File: src/rtl/mem_port_arbiter.sv
// Shares one memory bus between the fetch port and the data port, one transaction at a time.
// The data port has priority; a starvation counter eventually forces a fetch grant.
module mem_port_arbiter #(
  parameter int ADDR_W       = 32,
  parameter int DATA_W       = 32,
  parameter int STARVE_LIMIT = 4
) (
  input  logic                clk,
  input  logic                reset,
  input  logic                i_req,
  input  logic [ADDR_W-1:0]   i_addr,
  output logic                i_ready,
  output logic [DATA_W-1:0]   i_rdata,
  input  logic                d_req,
  input  logic                d_we,
  input  logic [DATA_W/8-1:0] d_wstrb,
  input  logic [ADDR_W-1:0]   d_addr,
  input  logic [DATA_W-1:0]   d_wdata,
  output logic                d_ready,
  output logic [DATA_W-1:0]   d_rdata,
  output logic                bus_req,
  output logic                bus_we,
  output logic [DATA_W/8-1:0] bus_wstrb,
  output logic [ADDR_W-1:0]   bus_addr,
  output logic [DATA_W-1:0]   bus_wdata,
  input  logic                bus_ack,
  input  logic [DATA_W-1:0]   bus_rdata
);

  localparam int STRB_W = DATA_W / 8;
  localparam int CNT_W  = $clog2(STARVE_LIMIT + 1);
  localparam logic [CNT_W-1:0] CNT_MAX = CNT_W'(STARVE_LIMIT);

  typedef enum logic [2:0] {IDLE, BUSY_I, BUSY_D, RESP_I, RESP_D} state_t;

  state_t              state_q, state_d;
  logic [CNT_W-1:0]    starve_q, starve_d;
  logic                grant_i, grant_d;
  logic                bus_we_q;
  logic [STRB_W-1:0]   bus_wstrb_q;
  logic [ADDR_W-1:0]   bus_addr_q;
  logic [DATA_W-1:0]   bus_wdata_q;
  logic [DATA_W-1:0]   i_rdata_q, d_rdata_q;

  // Grants exist only in IDLE, so a request finishing in RESP is never granted twice.
  always_comb begin
    grant_d = (state_q == IDLE) && d_req && !(i_req && (starve_q == CNT_MAX));
    grant_i = (state_q == IDLE) && i_req && !grant_d;
  end

  always_ff @(posedge clk) begin
    if (reset) state_q <= IDLE;
    else       state_q <= state_d;
  end

  always_comb begin
    state_d = state_q;
    case (state_q)
      IDLE: begin
        if (grant_d)      state_d = BUSY_D;
        else if (grant_i) state_d = BUSY_I;
      end
      BUSY_I:  if (bus_ack) state_d = RESP_I;
      BUSY_D:  if (bus_ack) state_d = RESP_D;
      RESP_I:  state_d = IDLE;
      RESP_D:  state_d = IDLE;
      default: state_d = IDLE;
    endcase
  end

  always_comb begin
    bus_req = (state_q == BUSY_I) || (state_q == BUSY_D);
    i_ready = (state_q == RESP_I);
    d_ready = (state_q == RESP_D);
  end

  // Counts data grants that overtook a waiting fetch.
  always_comb begin
    starve_d = starve_q;
    if (grant_d) begin
      if (!i_req)                   starve_d = '0;
      else if (starve_q != CNT_MAX) starve_d = starve_q + CNT_W'(1);
    end else if (grant_i) begin
      starve_d = '0;
    end
  end

  always_ff @(posedge clk) begin
    if (reset) begin
      starve_q    <= '0;
      bus_we_q    <= 1'b0;
      bus_wstrb_q <= '0;
      bus_addr_q  <= '0;
      bus_wdata_q <= '0;
      i_rdata_q   <= '0;
      d_rdata_q   <= '0;
    end else begin
      starve_q <= starve_d;
      if (grant_d) begin
        bus_we_q    <= d_we;
        bus_wstrb_q <= d_wstrb;
        bus_addr_q  <= d_addr;
        bus_wdata_q <= d_wdata;
      end else if (grant_i) begin
        bus_we_q    <= 1'b0;
        bus_wstrb_q <= '0;
        bus_addr_q  <= i_addr;
        bus_wdata_q <= '0;
      end
      if ((state_q == BUSY_I) && bus_ack) i_rdata_q <= bus_rdata;
      // Stores complete without disturbing the last load result.
      if ((state_q == BUSY_D) && bus_ack && !bus_we_q) d_rdata_q <= bus_rdata;
    end
  end

  assign bus_we    = bus_we_q;
  assign bus_wstrb = bus_wstrb_q;
  assign bus_addr  = bus_addr_q;
  assign bus_wdata = bus_wdata_q;
  assign i_rdata   = i_rdata_q;
  assign d_rdata   = d_rdata_q;

endmodule

File: config.mk
export PLATFORM = sky130hd
export DESIGN_NAME = mem_port_arbiter
export DESIGN_NICKNAME = d
export VERILOG_FILES = /design/src/rtl/mem_port_arbiter.sv
export SDC_FILE = /design/constraint.sdc
export NUM_CORES = 1
export LEC_CHECK = 0
export ABC_CLOCK_PERIOD_IN_PS = 2060
export BUFFER_PORTS_ARGS = -buffer_cell sky130_fd_sc_hd__buf_4
export CORE_UTILIZATION = 47
export DETAILED_ROUTE_END_ITERATION = 8
export GPL_TIMING_DRIVEN = 0
export PLACE_DENSITY = 0.8
export SLEW_MARGIN = 0
export SYNTH_ARGS = -nofsm -noshare
export SYNTH_HDL_FRONTEND = slang
export SYNTH_SLANG_ARGS = --single-unit
File: constraint.sdc
create_clock -name clk -period 2.06 [get_ports clk]
set_clock_uncertainty 0.15 [all_clocks]
set_input_delay 0.206 -clock clk [delete_from_list [all_inputs] [get_ports clk]]
set_output_delay 0.206 -clock clk [all_outputs]
set_load 0.005 [all_outputs]
Word level (Yosys, flattened, before mapping)
Cells that the tools add are included.
{"block": "word_totals", "out_inout_bits": 136, "word_cells": 52, "inputBits": 138, "reg_bits": 139}
{"block": "classes", "reduce_logical": 16, "n_addsub": 1, "mux": 17, "eq_ne": 10}
{"cell": "32-bit two-way mux", "count": 4}
{"cell": "3-bit two-way mux", "count": 8}
{"cell": "3-bit one-hot mux with 3 select lines", "count": 1}
{"cell": "1-bit logical AND", "count": 8}
{"cell": "4-bit two-way mux", "count": 2}
{"cell": "3-bit by 2-bit equality test with 1-bit output (second input constant)", "count": 2}
{"cell": "3-bit equality test (second input constant)", "count": 2}
{"cell": "3-bit inequality test (second input constant)", "count": 2}
{"cell": "2-bit inequality test (second input constant)", "count": 2}
{"cell": "3-bit by 1-bit adder with 3-bit output (second input constant)", "count": 1}
{"cell": "3-bit by 1-bit equality test with 1-bit output (second input constant)", "count": 1}
{"cell": "1-bit zero test", "count": 3}
{"cell": "3-bit zero test", "count": 1}
{"cell": "3-bit by 2-bit inequality test with 1-bit output (second input constant)", "count": 1}
{"cell": "3-bit AND reduction", "count": 1}
{"cell": "1-bit two-way mux", "count": 2}
{"cell": "2-bit AND reduction", "count": 1}
{"cell": "2-bit nonzero test", "count": 1}
{"cell": "1-bit logical OR", "count": 1}

Logic depth before layout (Yosys ltp)
Gate-level depths: netlist of the first run.
{"block": "depth", "depth_word": 9, "ltp_mapped": 6, "ltp_nobuf": 5}

Least setup slack after synthesis of the first run
Ideal clock, no wire load.
{"block": "synth_timing", "path_kind": "reg-to-reg", "start": "register state_q[2]", "end": "register bus_addr_q[10], in the netlist bus_addr[10]", "setup_slack_ns": 0.426, "n_path_buf": 2, "stages_incl_launch_ff": 6, "t_arrival_ns": 1.351, "synth_period_minus_slack_ns": 1.634, "t_required_ns": 1.777, "setup_ns": 0.133, "path_cell_list": "dfxtp_1 > buf_6 > nor4b_4 > buf_6 > mux2i_1 > a21oi_1"}
{"block": "synth_via", "elab_chain_cells": 6, "elab_cells_between_ends": 8, "cone_classes": "1 x mux; 7 x reduce/logical"}
{"item": "start, declared", "line": "36", "source": "state_t state_q, state_d;"}
{"item": "start signal, assigned", "line": "53", "source": "else state_q <= state_d;"}
{"item": "3-bit zero test (*)", "line": "47, 48"}
{"item": "1-bit logical AND (2 in a row)", "line": "47", "source": "grant_d = (state_q == IDLE) && d_req && !(i_req && (starve_q == CNT_MAX));"}
{"item": "1-bit zero test", "line": "48", "source": "grant_i = (state_q == IDLE) && i_req && !grant_d;"}
{"item": "1-bit logical AND", "line": "48"}
{"item": "2-bit nonzero test (no line)"}
{"item": "end signal, assigned", "line": "102", "source": "bus_addr_q <= d_addr;"}
{"item": "end signal, assigned", "line": "107", "source": "bus_addr_q <= i_addr;"}
{"item": "end, declared", "line": "41", "source": "logic [ADDR_W-1:0] bus_addr_q;"}
Every way passes the cells marked *; elsewhere a longest branch is shown, timed or not.
A chain may end at the register's enable or synchronous reset.

Worst setup path in the final report of the first run
{"block": "layout_timing", "start": "register state_q[1]", "end": "register i_rdata_q[30], in the netlist i_rdata[30]"}
{"block": "layout_via", "elab_chain_cells": 2}
{"item": "3-bit by 1-bit equality test with 1-bit output", "line": "110", "source": "if ((state_q == BUSY_I) && bus_ack) i_rdata_q <= bus_rdata;"}
{"item": "1-bit logical AND", "line": "110"}
{"item": "end signal, assigned", "line": "110"}
{"item": "end, declared", "line": "43", "source": "logic [DATA_W-1:0] i_rdata_q, d_rdata_q;"}
Every way passes these cells.

==> results of run 1 <==
==> layout make-up <==
type	count	area, µm²
multi-input cells	443	2630
plain buffers	79	384
repair buffers	382	3140
clock inverters	6	82.6
fillers	747	2270
clock buffers	26	519
well taps	168	210
inverters	37	139
flip-flops and latches	139	2780
==> metal layers <==
layer	track usage	vias up	wire length (µm)
li1	-	3297	-
met1	0.389	3305	8690
met2	0.579	392	11000
met3	0.0926	86	1750
met4	0.215	0	1080
met5	0	-	0
==> sequential cells by signal (all words and copies together), names as in the netlist <==
signal and count:
bus_addr 32, bus_wdata 32, d_rdata 32, i_rdata 32
bus_wstrb 4, starve_q 3, state_q 3, bus_we 1
==> timing repair <==
action                                  4_1_cts  5_1_grt
hold endpoints to repair                    133        0
pin swaps                                     0        1
setup buffers                                 0        2
endpoints found under the setup margin        1       54
hold buffers                                110        0
gates resized for setup                       1        9
==> critical path, delay by kind of cell (launching register included) <==
family | cells | cell delay, ns
buffers and inverters | 2 | 0.62
flip-flops | 1 | 0.52
AND/OR/NAND/NOR | 2 | 0.34
AO/OA/AOI/OAI | 1 | 0.23
==> cell families (layout without fill, tap and decap cells) <==
logic type,count (synthesis),in the layout
flip-flops,139,139
buffers and inverters,116,530
adder cells (fa/ha/maj),2,2
AND/OR/NAND/NOR,160,160
multiplexers,32,32
AO/OA/AOI/OAI,249,249
==> placed cells by master, fill, tap and decap left out, types with 6 or more instances in the layout <==
master | synthesis | layout
buf_6 | 8 | 8
o21ai_0 | 61 | 61
clkbuf_16 | 0 | 17
nand4_1 | 39 | 39
o21ai_1 | 11 | 11
mux2i_1 | 32 | 32
nand3_1 | 34 | 33
a21oi_1 | 138 | 138
clkbuf_1 | 62 | 60
dfxtp_1 | 139 | 139
dlygate4sd3_1 | 0 | 110
buf_4 | 4 | 276
clkbuf_8 | 0 | 6
a41o_1 | 32 | 32
inv_1 | 37 | 37
nand2_1 | 65 | 65
==> how the worst max path moves through the flow <==
stage               cells past startpoint   startpoint            to
global placement                        6  starve_q[0]   bus_addr[3]
finish                                  5   state_q[1]   i_rdata[30]
detailed placement                      6  starve_q[0]   bus_addr[6]
global route                            5   state_q[1]   i_rdata[30]
floorplan                               5   state_q[2]  bus_addr[10]
CTS                                     6  starve_q[0]    state_q[0]
==> synthesized netlist by cell type (all sizes together), types with 2 or more instances <==
cell type  instances
nand2b             4
nand4             39
mux2i             32
buf               17
a211oi             3
ha                 2
a21oi            138
nor4b              2
inv               37
dfxtp            139
nor2               3
clkbuf            62
nor3               3
nand2             65
o32a               2
a41o              32
o21ai             72
nand4bb            2
nand3             34
==> per-stage QoR <==
step,area (µm²),worst slack [ns],hold WS (ns)
after floorplan,5920,0.426,0.192
after global placement,8160,0.0754,0.293
after detailed placement,8160,0.0412,0.297
after CTS,9860,0.0571,0.000434
after global routing,9890,0.00636,0.0188
final,9890,0.113,0.0149
==> power by group <==
| part | internal [mW] | switching (mW) |
|---|---|---|
| sequential | 3.20 | 0.326 |
| combinational | 1.82 | 2.04 |
| clock | 1.97 | 1.11 |
| total | 6.99 | 3.48 |
==> impl_metrics.toml, run 1 <==
[setup_path]
crit_slowest_cell = "dfxtp_1"
criticalPathCategory = "flip-flop to flip-flop"
crit_fanout = 10
end_kind = "flip-flop"
cpMostUsedCell = "clkbuf_1"
r2r_slack_ns = 0.11
crit_chain = "nand4bb_1 -> clkbuf_1 -> clkbuf_1 -> nand2_1 -> a21oi_1"
reg2reg_depth = 5
rr_endpoint = "i_rdata[30]"
critPathMaxStageDelay_ns = 0.52
arrival_ns = 2.13
cp.required_ns = 2.25
r2r_start = "state_q[1]"
setup.worst_path.start_class = "flip-flop"

[timing]
finalCritPeriodShare = 0.945
setup_viol = 0
hold_viol_final = 0
tightest_slew_ns = 0.579
tns_ns = 0
rsz0062_at_grt = "no"
report.final.slew_viol_count = 0
min_period_ns = 1.95
max_freq_mhz = 514
slew-limit-headroom = 0.614

[hold_path]
min_path_type = "input port to flip-flop"
hold_start = "d_addr[30]"
whs_path_depth = 4
worstHoldEndpoint = "bus_addr[30]"

[synth]
ys_async_sr_fraction = 0
synth_top_area_cell = "dfxtp_1"
synth_top_area_frac = 0.470
synth-simple-area-share = 0.142
synth_warnings = 0
synth.distinct_cells = 35
synth_fa_ha_area_frac = 0.00422
synth_compound_area_frac = 0.243
avgSynthCellArea_um2 = 8.49
synth_top_family_by_area = "compound AO/OA/AOI/OAI gates"
synthMuxAreaShare = 0.0541
synthTopCellsByArea = "dfxtp_1 47%, a21oi_1 12%, a41o_1 5.4%, mux2i_1 5.4%, o21ai_0 5.2%"
synth_flop_cell = "dfxtp_1"
synthXorXnorAreaFrac = 0
mappedNetlistArea_mm2 = 0.00592
syn-num-nets = 838
synth_seq_cells = 139
syn_inst = 698
synth_edf_count = 0
seq_area_frac_synth = 0.470

[clock_tree]
cts_tree = "built"
clk_pin_slew_ns = 0.06
ctsHtreeMaxLevel = 4
clk_path_buf_depth = 2
clkLatencyLatePin_ns = 0.42
cts_buffers = 17
clock-sinks = 139
cts_root_buffer = "clkbuf_16"

[layout]
final_nets = 1239
drive_above_1_share = 0.296
syn_to_final_growth_pct = 67.0
final_core_util = 0.813
num_antenna_cells = 0
fin_cells = 1280

[detailed_routing]
remaining_drc_errors = 0
detail_route.vias_per_cell = 5.53
vias = 7080
detail_route.first_pass.iterations = 5
routed_wl_mm = 22.5
drt_iter0_markers = 687
drtAntennaViolNets = 0
wire_per_inst_um = 17.6

[die]
start_util = 0.487
dieArea_mm2 = 0.0131
core_mm2 = 0.0122
fp.dieH_um = 114
row_count = 40
io_pins = 274
die_width_um = 114

[placement]
port_buffers = 270
placed_cells = 1136
routabilityCongestion = 0.832
dp_hpwl_mm = 13.7

[pwr]
p_leak_nw = 4.37
p_per_area_mw_per_mm2 = 1060
max-vdd-ir-drop_mv = 0.793
fin_total_pwr_mw = 10.5

[global_routing]
gr-total-overflow = 0
grt_max_degree = 17
grt_use_total = 0.345
grt_pass1_vias = 6914
grt_first_pass_wirelength_mm = 35.0
grt_antenna_before_repair = 0

[outcome]
status = "complete, no violations"

[job]
drv_cap = 0
Note: power is estimated with default switching activity, not from simulation.
==> run 2: changes to the inputs <==
Settings changed: SETUP_SLACK_MARGIN set to 0.3.
==> impl_metrics.toml, run 2 (synthesized netlist as in run 1, its figures left out) <==
[setup_path]
criticalPathCategory = "flip-flop to flip-flop"
setup.worst_path.start_class = "flip-flop"
end_kind = "flip-flop"
cp.required_ns = 2.25
arrival_ns = 1.93
r2r_slack_ns = 0.32
crit_fanout = 10

[die]
start_util = 0.487
fp.dieH_um = 114
dieArea_mm2 = 0.0131
io_pins = 274
core_mm2 = 0.0122
row_count = 40
die_width_um = 114

[clock_tree]
clkLatencyLatePin_ns = 0.43
cts_buffers = 17
cts_root_buffer = "clkbuf_16"
clock-sinks = 139
clk_path_buf_depth = 2
clk_pin_slew_ns = 0.06
cts_tree = "built"
ctsHtreeMaxLevel = 4

[detailed_routing]
drtAntennaViolNets = 0
detail_route.vias_per_cell = 5.59
routed.top_layer = "met4"
routed_wl_mm = 22.8
met2RoutedLength_mm = 11.3
detail_route.first_pass.iterations = 7
drt-met1-wl_mm = 8.72
remaining_drc_errors = 0
drt_iter0_markers = 675
vias = 7167
wl_met3_mm = 1.76
wire_per_inst_um = 17.8

[placement]
placed_cells = 1136
port_buffers = 270
dp_hpwl_mm = 13.7
routabilityCongestion = 0.832

[job]
drv_cap = 0

[timing]
min_period_ns = 1.74
hold_viol_final = 0
tightest_slew_ns = 0.580
report.final.slew_viol_count = 0
rsz0062_at_grt = "yes"
setup_viol = 0
tns_ns = 0
hold_ws_ns = 0.0144
finalCritPeriodShare = 0.846
max_freq_mhz = 574
slew-limit-headroom = 0.613

[outcome]
status = "complete, no violations"

[pwr]
fin_total_pwr_mw = 10.7
p_leak_nw = 4.45
max-vdd-ir-drop_mv = 0.790
p_per_area_mw_per_mm2 = 1070

[global_routing]
grt_max_degree = 17
grt_use_total = 0.349
gr-total-overflow = 0
grt_antenna_before_repair = 0
grt_pass1_vias = 6982
grt_first_pass_wirelength_mm = 35.3

[layout]
fin_cells = 1282
final_common_cell = "buf_4"
multiInputGateArea_mm2 = 0.00267
final_nets = 1241
final_cell_mix = "277 x buf_4, 138 x a21oi_1, 137 x dfxtp_1"
syn_to_final_growth_pct = 69.2
seqCellArea_mm2 = 0.00279
fillCellCount = 714
num_antenna_cells = 0
drive_above_1_share = 0.321

[hold_path]
min_path_type = "input port to flip-flop"
==> run 2: cell types whose count changed in the layout (fill, tap and decap cells not counted), sizes merged <==
cell	previous run	this run
buf	289	300
clkbuf	88	79
==> run 2: final cells by class <==
| cell class | instances | area share |
|---|---|---|
| Timing Repair Buffer | 384 | 0.316 |
| Sequential cell | 139 | 0.278 |
| Multi-Input combinational cell | 443 | 0.267 |
| Clock buffer | 26 | 0.0518 |
| Buffer | 79 | 0.0451 |
| Tap cell | 168 | 0.0210 |
| Inverter | 37 | 0.0139 |
| Clock inverter | 6 | 0.00824 |
==> run 2: worst paths after layout <==
kind / startpoint / to / cells past startpoint
max: starve_q[0] / bus_addr[10] / 6
min: d_addr[3] / bus_addr[3] / 4
max reg2reg: starve_q[0] / bus_addr[10] / 6
min reg2reg: i_rdata[21] / i_rdata[21] / 2
==> run 2: repair_timing <==
action	4_1_cts	5_1_grt
pin swaps	2	0
hold buffers	110	0
hold endpoints to repair	133	0
gates cloned	0	0
setup endpoints to repair	108	89
gates resized for setup	16	62
setup buffers	4	0
==> run 2: critical path: stages, from the launching register on <==
cell	delay, ns
dfxtp_1	0.33
inv_1	0.06
ha_1	0.22
nand3_4	0.17
buf_2	0.24
a41o_1	0.29
a21oi_1	0.20
==> run 2: metrics by stage <==
stage	setup slack, ns	cell area [µm²]	utilization
floorplan	0.426	5920	-
global placement	0.0754	8160	0.671
detailed placement	0.0412	8160	0.671
CTS	0.289	9920	0.816
global route	0.234	10000	0.824
finish	0.317	10000	0.824
==> run 2: metal layers <==
layer	track usage	up-vias
li1	-	3303
met1	0.385	3367
met2	0.596	407
met3	0.103	90
met4	0.207	0
met5	0	-
==> run 2: where the power goes <==
part / switching, mW / internal [mW]
logic: 2.10 / 1.98
registers: 0.336 / 3.21
clock network: 1.14 / 1.97
==> run 3: changes to the inputs <==
Settings changed: ABC_CLOCK_PERIOD_IN_PS 2060 to 1800.
Clock period 2.06 ns to 1.8 ns, I/O delays scaled along.
==> impl_metrics.toml, run 3 <==
[synth]
synthTopCellsByArea = "dfxtp_1 47%, a21oi_1 12%, a41o_1 5.4%, mux2i_1 5.4%, o21ai_0 5.2%"
syn-num-nets = 838
synth_top_area_cell = "dfxtp_1"
ys_async_sr_fraction = 0
synth.distinct_cells = 35
synth_warnings = 0
syn_inst = 698
mappedNetlistArea_mm2 = 0.00592
seq_area_frac_synth = 0.470
synth_edf_count = 0
synth_top_area_frac = 0.470
yosysMostFrequentCell = "dfxtp_1"
synth_seq_cells = 139
synth_flop_cell = "dfxtp_1"
synthTopCellsByCount = "139 x dfxtp_1, 138 x a21oi_1, 65 x nand2_1"
avgSynthCellArea_um2 = 8.49

[placement]
routabilityCongestion = 0.888
dp_hpwl_mm = 14.1
placed_cells = 1136
port_buffers = 270

[timing]
worstEndpointGrtRepair = "bus_addr[6]$_SDFFE_PP0P_/D"
worst_endpoint_kind = "register input"

[die]
row_count = 40
start_util = 0.487
fp.dieH_um = 114
die_width_um = 114
io_pins = 274

[clock_tree]
ctsHtreeMaxLevel = 4
cts_buffers = 17
cts_root_buffer = "clkbuf_16"
clk_path_buf_depth = 2
clock-sinks = 139

[outcome]
tool.error = "[ERROR GRT-0232] Routing congestion too high. Check the congestion heatmap in the GUI."
lastStage = "global routing"
status = "did not finish"

[global_routing]
grt_max_degree = 17
grt_use_total = 0.798
gr-total-overflow = 96
grt_antenna_before_repair = 2
## run 3: cell families after synthesis
| logic type | after synthesis | share of synthesized area |
|---|---|---|
| adders and majority gates | 2 | 0.00422 |
| buffers and inverters | 116 | 0.0872 |
| DFF | 139 | 0.470 |
| AOI/OAI and AO/OA | 249 | 0.243 |
| and+or+nand+nor | 160 | 0.142 |
| muxes | 32 | 0.0541 |
## run 3: per-layer routing
| metal | global-route usage | overflow |
|---|---|---|
| met4 | 0.914 | 32 |
| met1 | 0.794 | 0 |
| met3 | 0.601 | 0 |
| met5 | 0.0314 | 0 |
| met2 | 0.979 | 64 |
## run 3: repair_timing
item	4_1_cts
hold endpoints to repair	133
pin swaps	64
hold buffers	128
cloned	18
gates resized for setup	168
endpoints found under the setup margin	137
buffers inserted	14
## run 3: through the flow
| step | setup WS, ns | utilization | area [µm²] | hold WS, ns |
|---|---|---|---|---|
| after global placement | -0.0886 | 0.673 | 8190 | 0.289 |
| after detailed placement | -0.125 | 0.673 | 8190 | 0.296 |
| after floorplan | 0.243 | - | 5950 | 0.166 |
| after CTS | 0.117 | 0.899 | 10900 | 0.00885 |
==> run 4: changes to the inputs <==
Settings changed: CORE_UTILIZATION 47 to 35, PLACE_DENSITY 0.8 to unset, PLACE_DENSITY_LB_ADDON set to 0.15, SETUP_SLACK_MARGIN 0.3 to unset.
==> impl_metrics.toml, run 4 (synthesized netlist as in run 1, its figures left out) <==
[die]
row_count = 47
start_util = 0.358
die_width_um = 132
fp.dieH_um = 132
dieArea_mm2 = 0.0174
core_mm2 = 0.0165
io_pins = 274

[clock_tree]
clk_path_buf_depth = 2
clk_pin_slew_ns = 0.06
clkLatencyLatePin_ns = 0.42
cts_tree = "built"
cts_root_buffer = "clkbuf_16"
cts_buffers = 17
clock-sinks = 139
ctsHtreeMaxLevel = 4

[setup_path]
cpMostUsedCell = "buf_4"
setup.worst_path.start_class = "flip-flop"
crit_slowest_cell = "dfxtp_4"
critPathMaxStageDelay_ns = 0.37
cp.required_ns = 1.47
arrival_ns = 1.38
crit_fanout = 10
criticalPathCategory = "flip-flop to output port"
crit_chain = "buf_4 -> nand2b_1 -> a21oi_1 -> buf_4"
end_kind = "output port"

[timing]
tns_ns = 0
hold_ws_ns = 0.0120
finalCritPeriodShare = 0.952
tightest_slew_ns = 0.649
rsz0062_at_grt = "no"
report.final.slew_viol_count = 0
min_period_ns = 1.71
setup_viol = 0
hold_viol_final = 0
slew-limit-headroom = 0.567
max_freq_mhz = 583

[global_routing]
grt_pass1_vias = 6625
grt_antenna_before_repair = 0
gr-total-overflow = 0
use_met3 = 0.0607
grt_use_total = 0.246
grt_use_met1 = 0.306
grt_max_degree = 17
use_met2 = 0.407
grt_first_pass_wirelength_mm = 34.3
top_usage_layer = "met2"

[layout]
final_nets = 1258
final_common_cell = "buf_4"
drive_above_1_share = 0.312
syn_to_final_growth_pct = 72.1
num_antenna_cells = 0
final_cell_mix = "277 x buf_4, 138 x a21oi_1, 137 x dfxtp_1"
fillCellCount = 1454

[placement]
routabilityCongestion = 0.774
dp_hpwl_mm = 14.4
port_buffers = 270

[pwr]
max-vdd-ir-drop_mv = 0.700
p_leak_nw = 4.50
p_per_area_mw_per_mm2 = 1170

[detailed_routing]
drt_iter0_markers = 306
routed_wl_mm = 21.4
detail_route.vias_per_cell = 5.02
wire_per_inst_um = 15.9
vias = 6788
drtAntennaViolNets = 0
detail_route.first_pass.iterations = 5
remaining_drc_errors = 0

[outcome]
status = "complete, no violations"

[hold_path]
min_path_type = "input port to flip-flop"

[job]
drv_cap = 0
==> run 4: worst paths after layout <==
check | startpoint | end | slack [ns] | depth (start not counted)
worst min-delay path | d_addr[12] | bus_addr[12] | 0.01 | 4
worst max-delay path | state_q[0] | bus_req | 0.09 | 4
worst min register to register | i_rdata[19] | i_rdata[19] | 0.31 | 2
worst max register to register | state_q[0] | bus_wdata[17] | 0.11 | 6
==> run 4: power by group <==
| part | internal [mW] | total (mW) | switching, mW |
|---|---|---|---|
| clock network | 2.06 | 3.40 | 1.33 |
| logic | 2.24 | 4.49 | 2.25 |
| registers | 3.67 | 4.03 | 0.359 |
==> run 4: repair_timing <==
item	in CTS	in global routing
hold buffers	129	0
pin swaps	2	0
setup buffers	3	0
hold endpoints to repair	133	0
endpoints found under the setup margin	108	69
resized for setup	24	21
==> run 4: area by class of cell <==
cell class | count | area (µm²) | area share
repair buffers | 402 | 3350 | 0.329
clock inverters | 12 | 124 | 0.0122
inverters | 37 | 139 | 0.0136
plain buffers | 78 | 417 | 0.0409
clock buffers | 20 | 447 | 0.0438
well taps | 220 | 275 | 0.0270
multi-input cells | 443 | 2650 | 0.260
flip-flops and latches | 139 | 2790 | 0.273
==> run 4: critical path, delay by kind of cell, from the launching register on <==
family	cells	cell delay (ns)
and+or+nand+nor	1	0.14
AOI/OAI and AO/OA	1	0.14
buffers and inverters	2	0.31
DFF	1	0.37
==> run 4: through the flow <==
stage | instance area (µm²) | power (mW) | utilization | setup slack (ns) | instances
6_report | 10200 | 11.9 | 0.617 | 0.0859 | 1351
2_1_floorplan | 5920 | 6.29 | - | 0.166 | 698
5_1_grt | 10200 | 12.6 | 0.617 | 0.000637 | 1351
3_3_place_gp | 8230 | 8.09 | 0.498 | -0.272 | 1188
3_5_place_dp | 8230 | 8.11 | 0.498 | -0.317 | 1188
4_1_cts | 10200 | 11.9 | 0.615 | 0.0182 | 1351
==> run 4: per-layer routing <==
layer	part of all wire	routed length [µm]
met5	0	0
met4	0.025	541
met3	0.060	1280
met2	0.48	10400
met1	0.43	9240
